$ cat src/rtl/membus_arbiter.sv
`default_nettype none
// +--------------------------------------------------------------------------+
// | membus_arbiter: round-robin N-client arbiter for one single-port memory  |
// | bus, with read-return tracking. Optional bus lock: MEMBUS_ARB_LOCK_EN.   |
// | Rev 1.0                                                                  |
// +--------------------------------------------------------------------------+
module membus_arbiter #(
  parameter int NUM_CLIENTS  = 2,
  parameter int ADDR_WIDTH   = 16,
  parameter int DATA_WIDTH   = 8,
  parameter int READ_LATENCY = 1
) (
  input  logic                                   clk,
  input  logic                                   rst,
  input  logic [NUM_CLIENTS-1:0]                 client_req,
  input  logic [NUM_CLIENTS-1:0][ADDR_WIDTH-1:0] client_addr,
  input  logic [NUM_CLIENTS-1:0][DATA_WIDTH-1:0] client_wdata,
  input  logic [NUM_CLIENTS-1:0]                 client_we,
  input  logic [NUM_CLIENTS-1:0]                 client_lock,
  output logic [NUM_CLIENTS-1:0]                 client_gnt,
  output logic [NUM_CLIENTS-1:0]                 client_rvalid,
  output logic [DATA_WIDTH-1:0]                  client_rdata,
  output logic [ADDR_WIDTH-1:0]                  mem_address,
  output logic [DATA_WIDTH-1:0]                  mem_write_data,
  output logic                                   mem_write_enable,
  input  logic [DATA_WIDTH-1:0]                  mem_read_data
);

  localparam int c_ID_W = (NUM_CLIENTS > 1) ? $clog2(NUM_CLIENTS) : 1;

  logic [c_ID_W-1:0]                    r_last_gnt;
  logic [c_ID_W-1:0]                    w_winner;
  logic [c_ID_W-1:0]                    w_idx;
  logic                                 w_any;
  logic [NUM_CLIENTS-1:0]               w_eligible;
  logic [READ_LATENCY-1:0]              r_pipe_vld;
  logic [READ_LATENCY-1:0][c_ID_W-1:0]  r_pipe_id;

`ifdef MEMBUS_ARB_LOCK_EN
  logic              r_lock_active;
  logic [c_ID_W-1:0] r_lock_owner;
  logic              w_lock_hold;

  // Dropping client_lock releases the bus in the same cycle it is seen.
  assign w_lock_hold = r_lock_active && client_lock[r_lock_owner];

  always_comb begin
    w_eligible = client_req;
    if (w_lock_hold) begin
      w_eligible               = '0;
      w_eligible[r_lock_owner] = client_req[r_lock_owner];
    end
  end

  always_ff @(posedge clk or posedge rst) begin
    if (rst) begin
      r_lock_active <= 1'b0;
      r_lock_owner  <= '0;
    end else if (w_any && client_lock[w_winner]) begin
      r_lock_active <= 1'b1;
      r_lock_owner  <= w_winner;
    end else if (!w_lock_hold) begin
      r_lock_active <= 1'b0;
    end
  end
`else
  logic w_unused_lock;
  assign w_unused_lock = ^client_lock;
  assign w_eligible    = client_req;
`endif

  // Scan from farthest to nearest so the client right after last_gnt wins.
  always_comb begin
    w_winner = '0;
    w_any    = 1'b0;
    w_idx    = '0;
    for (int k = NUM_CLIENTS; k >= 1; k--) begin
      w_idx = c_ID_W'((int'(r_last_gnt) + k) % NUM_CLIENTS);
      if (w_eligible[w_idx]) begin
        w_winner = w_idx;
        w_any    = 1'b1;
      end
    end
  end

  always_comb begin
    client_gnt       = '0;
    mem_address      = '0;
    mem_write_data   = '0;
    mem_write_enable = 1'b0;
    if (w_any) begin
      client_gnt[w_winner] = 1'b1;
      mem_address          = client_addr[w_winner];
      mem_write_data       = client_wdata[w_winner];
      mem_write_enable     = client_we[w_winner];
    end
  end

  always_ff @(posedge clk or posedge rst) begin
    if (rst) begin
      r_last_gnt <= c_ID_W'(NUM_CLIENTS - 1);
    end else if (w_any) begin
      r_last_gnt <= w_winner;
    end
  end

  always_ff @(posedge clk or posedge rst) begin
    if (rst) begin
      r_pipe_vld <= '0;
      r_pipe_id  <= '0;
    end else begin
      r_pipe_vld[0] <= w_any && !client_we[w_winner];
      r_pipe_id[0]  <= w_winner;
      for (int s = 1; s < READ_LATENCY; s++) begin
        r_pipe_vld[s] <= r_pipe_vld[s-1];
        r_pipe_id[s]  <= r_pipe_id[s-1];
      end
    end
  end

  always_comb begin
    client_rvalid = '0;
    if (r_pipe_vld[READ_LATENCY-1]) begin
      client_rvalid[r_pipe_id[READ_LATENCY-1]] = 1'b1;
    end
  end

  assign client_rdata = mem_read_data;

endmodule
`default_nettype wire

$ cat config.mk
export PLATFORM = sky130hd
export DESIGN_NAME = membus_arbiter
export DESIGN_NICKNAME = d
export VERILOG_FILES = /design/src/rtl/membus_arbiter.sv
export SDC_FILE = /design/constraint.sdc
export NUM_CORES = 1
export LEC_CHECK = 0
export CAP_MARGIN = 40
export CORE_MARGIN = 3
export CORE_UTILIZATION = 20
export DETAILED_ROUTE_END_ITERATION = 8
export PLACE_DENSITY_LB_ADDON = 0.12
export SLEW_MARGIN = 15
export SYNTH_ARGS = -nofsm -noshare
export SYNTH_HDL_FRONTEND = slang
export SYNTH_SLANG_ARGS = --single-unit
$ cat constraint.sdc
create_clock -name clk -period 1.6 [get_ports clk]
set_input_delay 0.32 -clock clk [delete_from_list [all_inputs] [get_ports clk]]
set_output_delay 0.32 -clock clk [all_outputs]
set_load 0.005 [all_outputs]
## Word level (Yosys, flattened, before mapping)

Index checks and enable logic that the tools add are counted.

| word-level totals | value |
|---|---|
| output and inout bits | 37 |
| memories | 0 |
| bits in latches | 0 |
| register bits | 3 |
| memory bits (read-only) | 0 |
| logic and storage cells | 38 |
| memory bits (writable) | 0 |
| input bits | 64 |

| operators by class | value |
|---|---|
| $mul | 0 |
| bitwise gates (word level) | 0 |
| eq/ne operators | 0 |
| add/sub/neg operators | 2 |
| muxes and demuxes | 23 |
| order comparisons | 6 |
| divide/modulo/power cells | 0 |
| shift-type cells | 0 |
| reductions and logical operators | 4 |

Operator list:

| kind | count |
|---|---|
| $mux W16 | 3 |
| $mux W8 | 3 |
| $mux W1 | 13 |
| $lt A1 B2 Y1 const B | 4 |
| $mux W2 | 2 |
| $logic_and A1 B1 Y1 | 3 |
| $add A1 B1 Y1 const B | 2 |
| $demux W1 S1 | 2 |
| $ge A1 B1 Y1 const B | 2 |
| $logic_not A1 Y1 | 1 |

## Depth between registers and ports, before layout

| logic depth | value |
|---|---|
| depth in word-level cells | 10 |
| mapped depth | 4 |
| mapped depth without buffers | 2 |

## Least setup slack after synthesis

Ideal clock, no wire load.

| timing path | value |
|---|---|
| kind | reg-to-output |
| from | reg r_last_gnt |
| to | out mem_address[11] |
| path slack | 0.218 ns |
| cell stages (with the launch flop) | 5 |
| buffers on the path | 2 |
| arrival time | 1.062 ns |
| data required time | 1.280 ns |
| path through | dfstp_2 -> nand2b_1 -> buf_6 -> buf_6 -> a32o_1 |

| on the way | value |
|---|---|
| longest elaborated chain between the ends | 8 |
| elaborated cells between the ends (all ways) | 13 |
| those cells by class | add/sub: 2; mux: 11 |

Ends and longest elaborated chain:

| what | RTL line | RTL |
|---|---|---|
| from (decl) | 31 | `logic [c_ID_W-1:0] r_last_gnt;` |
| from (signal assigned) | 101 | `r_last_gnt <= c_ID_W'(NUM_CLIENTS - 1);` |
| from (signal assigned) | 103 | `r_last_gnt <= w_winner;` |
| $add A1 B1 Y1 | 78 | `w_idx = c_ID_W'((int'(r_last_gnt) + k) % NUM_CLIENTS);` |
| $mux W1 (not written as such) (2 in a row) | 79 | `if (w_eligible[w_idx]) begin` |
| $mux W1 (2 in a row) | 79 |  |
| $mux W16 (not written as such) (2 in a row) | 93 | `mem_address = client_addr[w_winner];` |
| $mux W16 (*) | 91 | `if (w_any) begin` |
| to (decl) | 23 | `output logic [ADDR_WIDTH-1:0] mem_address,` |

Mark *: on every way between the ends. The rest lies on a longest branch, timed or not. The select of a mux whose other input is x is not followed.

## Worst setup path in the final report

| timing path | value |
|---|---|
| from | reg r_last_gnt |
| to | out mem_write_data[5] |

| on the way | value |
|---|---|
| longest elaborated chain between the ends | 8 |
| elaborated cells between the ends (all ways) | 13 |
| those cells by class | add/sub: 2; mux: 11 |

Ends and longest elaborated chain:

| what | RTL line | RTL |
|---|---|---|
| $add A1 B1 Y1 | 78 |  |
| $mux W1 (not written as such) (2 in a row) | 79 |  |
| $mux W1 (2 in a row) | 79 |  |
| $mux W8 (not written as such) (2 in a row) | 94 | `mem_write_data = client_wdata[w_winner];` |
| $mux W8 (*) | 91 |  |
| to (decl) | 24 | `output logic [DATA_WIDTH-1:0] mem_write_data,` |

Marked as above.

==> impl_metrics.json <==
{
  "met2_length_um": 1230,
  "power.share.clock_pct": 20.5,
  "core_um2": 2500,
  "power_leakage_uw": 0.000593,
  "async_flop_share_pct": 100,
  "wl_met1_um": 952,
  "dpl.hpwl_um": 1800,
  "comb_power_share_pct": 65.6,
  "overflow": 0,
  "drc": 0,
  "grt_use_total_pct": 15.3,
  "wl_met3_um": 313,
  "syn_avg_cell_area_um2": 9.47,
  "crit_required_ns": 1.28,
  "power_density_nw_per_um2": 503,
  "grt_pass1_wl_um": 4040,
  "clock.fmax_mhz": 545,
  "peakVddDrop_v": 0.000474,
  "die_area_um2": 3310,
  "path_class": "register to output pin",
  "drive_gt1_share_pct": 32.9,
  "seqPwrFrac_pct": 13.9,
  "drv_slew": 0,
  "switchingPower_uw": 195,
  "wirelength_um": 2500,
  "min_period_ns": 1.84,
  "synth-edff-count": 0,
  "synth.distinct_cells": 14,
  "wl_per_cell_um": 14.7,
  "synth.most_common_cell": "a32o_1",
  "row_count": 18,
  "viasPerCell": 4.86,
  "power.total_uw": 664,
  "hp-class": "input port to async pin",
  "clkTransAtPathRegs_ns": 0.04,
  "switching_share_pct": 29.4,
  "top_layer": "met4",
  "gp_congestion": 0.706,
  "clock_path_buffers": 2,
  "p_int_uw": 469,
  "die_h_um": 57.5,
  "synth_top_cells_by_count": "26 x a32o_1, 8 x buf_4, 5 x buf_6",
  "finalHoldViolCount": 0,
  "max_slew_margin_pct": 87.8,
  "cts_tree": "built",
  "final_core_utilization_pct": 52.8,
  "endpoint_kind": "output pin",
  "grt_pass1_vias": 893,
  "worst_slew_pin_slew_ns": 0.183,
  "netlist_top_cells_area": "a32o_1 49%, buf_4 11%, buf_6 11%",
  "cts_buffers": 3,
  "htree_levels": 1,
  "synth_warnings": 0,
  "die_w_um": 57.5,
  "ys_seq_area_share_pct": 14.4,
  "synth_top_area_share_pct": 49.1,
  "fin_nets": 205,
  "io_pins": 101,
  "start_util_pct": 21.2,
  "setup_viol": 26,
  "synthFlopType": "dfrtp_1",
  "area_delta_synth_final_pct": 149,
  "violations": "negative setup slack",
  "critPathMaxFanout": 9,
  "fin_skew_ns": 0.00562,
  "antennaDiodeCount": 0,
  "crit_path_start_kind": "register",
  "pre_cts_ws_ns": -0.615,
  "critPathArrivalTime_ns": 1.52,
  "antenna_left": 0,
  "status": "complete, but fails checks",
  "synth_top_cell_by_area": "a32o_1",
  "cts.sinks": 3,
  "synthCells": 56,
  "cap_violations": 0,
  "grt_max_degree": 19,
  "hold_slack_ns": 0.258,
  "worst_slack_ns": -0.235,
  "drtIter0Drc": 22,
  "antenna_found_initial": 0,
  "rsz0062_at_grt": "yes",
  "cts-root-buf": "clkbuf_4",
  "port_buffers": 82,
  "drtPass1Iterations": 4,
  "postSynthNetCount": 120,
  "ys_ff_latch": 3,
  "period_share_pct": 115,
  "synth_area_um2": 531,
  "vias": 827,
  "clkLatencyLatePin_ns": 0.24
}
-- cell type report --
| class | instances | area, um2 |
|---|---|---|
| inverters | 4 | 15.0 |
| well taps | 30 | 37.5 |
| repair buffers | 96 | 841 |
| clock buffers | 4 | 26.3 |
| fillers | 249 | 1180 |
| flip-flops and latches | 3 | 76.3 |
| multi-input cells | 33 | 324 |
-- state kept, by name (all words and copies together), names as in the netlist --
name	flops
r_pipe_id	1
r_pipe_vld	1
r_last_gnt	1
-- stage by stage --
step                      TNS, ns  instance area (um2)  cells
final                       -5.13                 1320    170
after global routing        -6.52                 1320    170
after CTS                   -5.60                 1330    170
after detailed placement   -15.58                 1340    159
after global placement     -15.04                 1340    159
after floorplan                 0                  531     56
-- layout by cell type (no fill, tap or decap) --
master and count:
a21boi_1 1, a21boi_4 1, a32o_1 26, and2_1 2
buf_12 2, buf_2 27, buf_4 5, buf_6 6
clkbuf_1 1, clkbuf_4 3, clkdlybuf4s15_1 1, clkdlybuf4s50_1 52
dfrtp_1 2, dfstp_2 1, dlygate4sd2_1 2, dlymetal6s2s_1 1
inv_1 4, nand2b_4 1, nor2b_1 1, o21ai_1 1
-- logic make-up (layout without fill, tap and decap cells) --
group / after synthesis / after routing / synth area share, %
compound gates: 29 / 29 / 53.5
buf+inv: 20 / 104 / 27.4
simple gates: 4 / 4 / 4.72
flops: 3 / 3 / 14.4
-- worst max-delay path, stage by stage, from the launching register on --
cell and delay, ns:
dfstp_2 0.54, buf_6 0.11, a21boi_4 0.05, buf_6 0.13, buf_12 0.13, a32o_1 0.20, buf_2 0.12
-- metal layers --
layer  vias to the layer above  track usage, %
li1                        397               -
met1                       376            17.7
met2                        52            26.9
met3                         2            6.33
met4                         0            1.99
met5                         -               0
-- repair_timing --
item / in CTS / in global routing
resized for setup: 116 / 3
hold buffers: 0 / 0
pin swaps: 0 / 2
buffers inserted: 4 / 1
setup endpoints to repair: 27 / 27
cloned: 3 / 0
-- final timing paths --
| kind | start | end | slack (ns) | depth (start not counted) |
|---|---|---|---|---|
| min in group clk | r_last_gnt$_DFFE_PP1P_ | r_last_gnt$_DFFE_PP1P_ | 0.61 | 3 |
| max reg2reg | r_last_gnt$_DFFE_PP1P_ | r_pipe_vld$_DFF_PP0_ | 0.30 | 5 |
| min reg2reg | r_last_gnt$_DFFE_PP1P_ | r_last_gnt$_DFFE_PP1P_ | 0.61 | 3 |
| min | rst | r_pipe_id$_DFF_PP0_ | 0.26 | 2 |
| max | r_last_gnt$_DFFE_PP1P_ | mem_write_data[5] | -0.24 | 6 |
| max in group asynchronous | rst | r_last_gnt$_DFFE_PP1P_ | 1.14 | 2 |
-- power groups by stage --
stage               sequential [uW]  clock, uW  combinational, uW
detailed placement             92.6          0                461
floorplan                      93.0          0                172
global route                   93.0        152                476
global placement               92.7          0                456
finish                         92.4        136                436
CTS                            92.3        140                450
(Power assumes the default switching activity.)
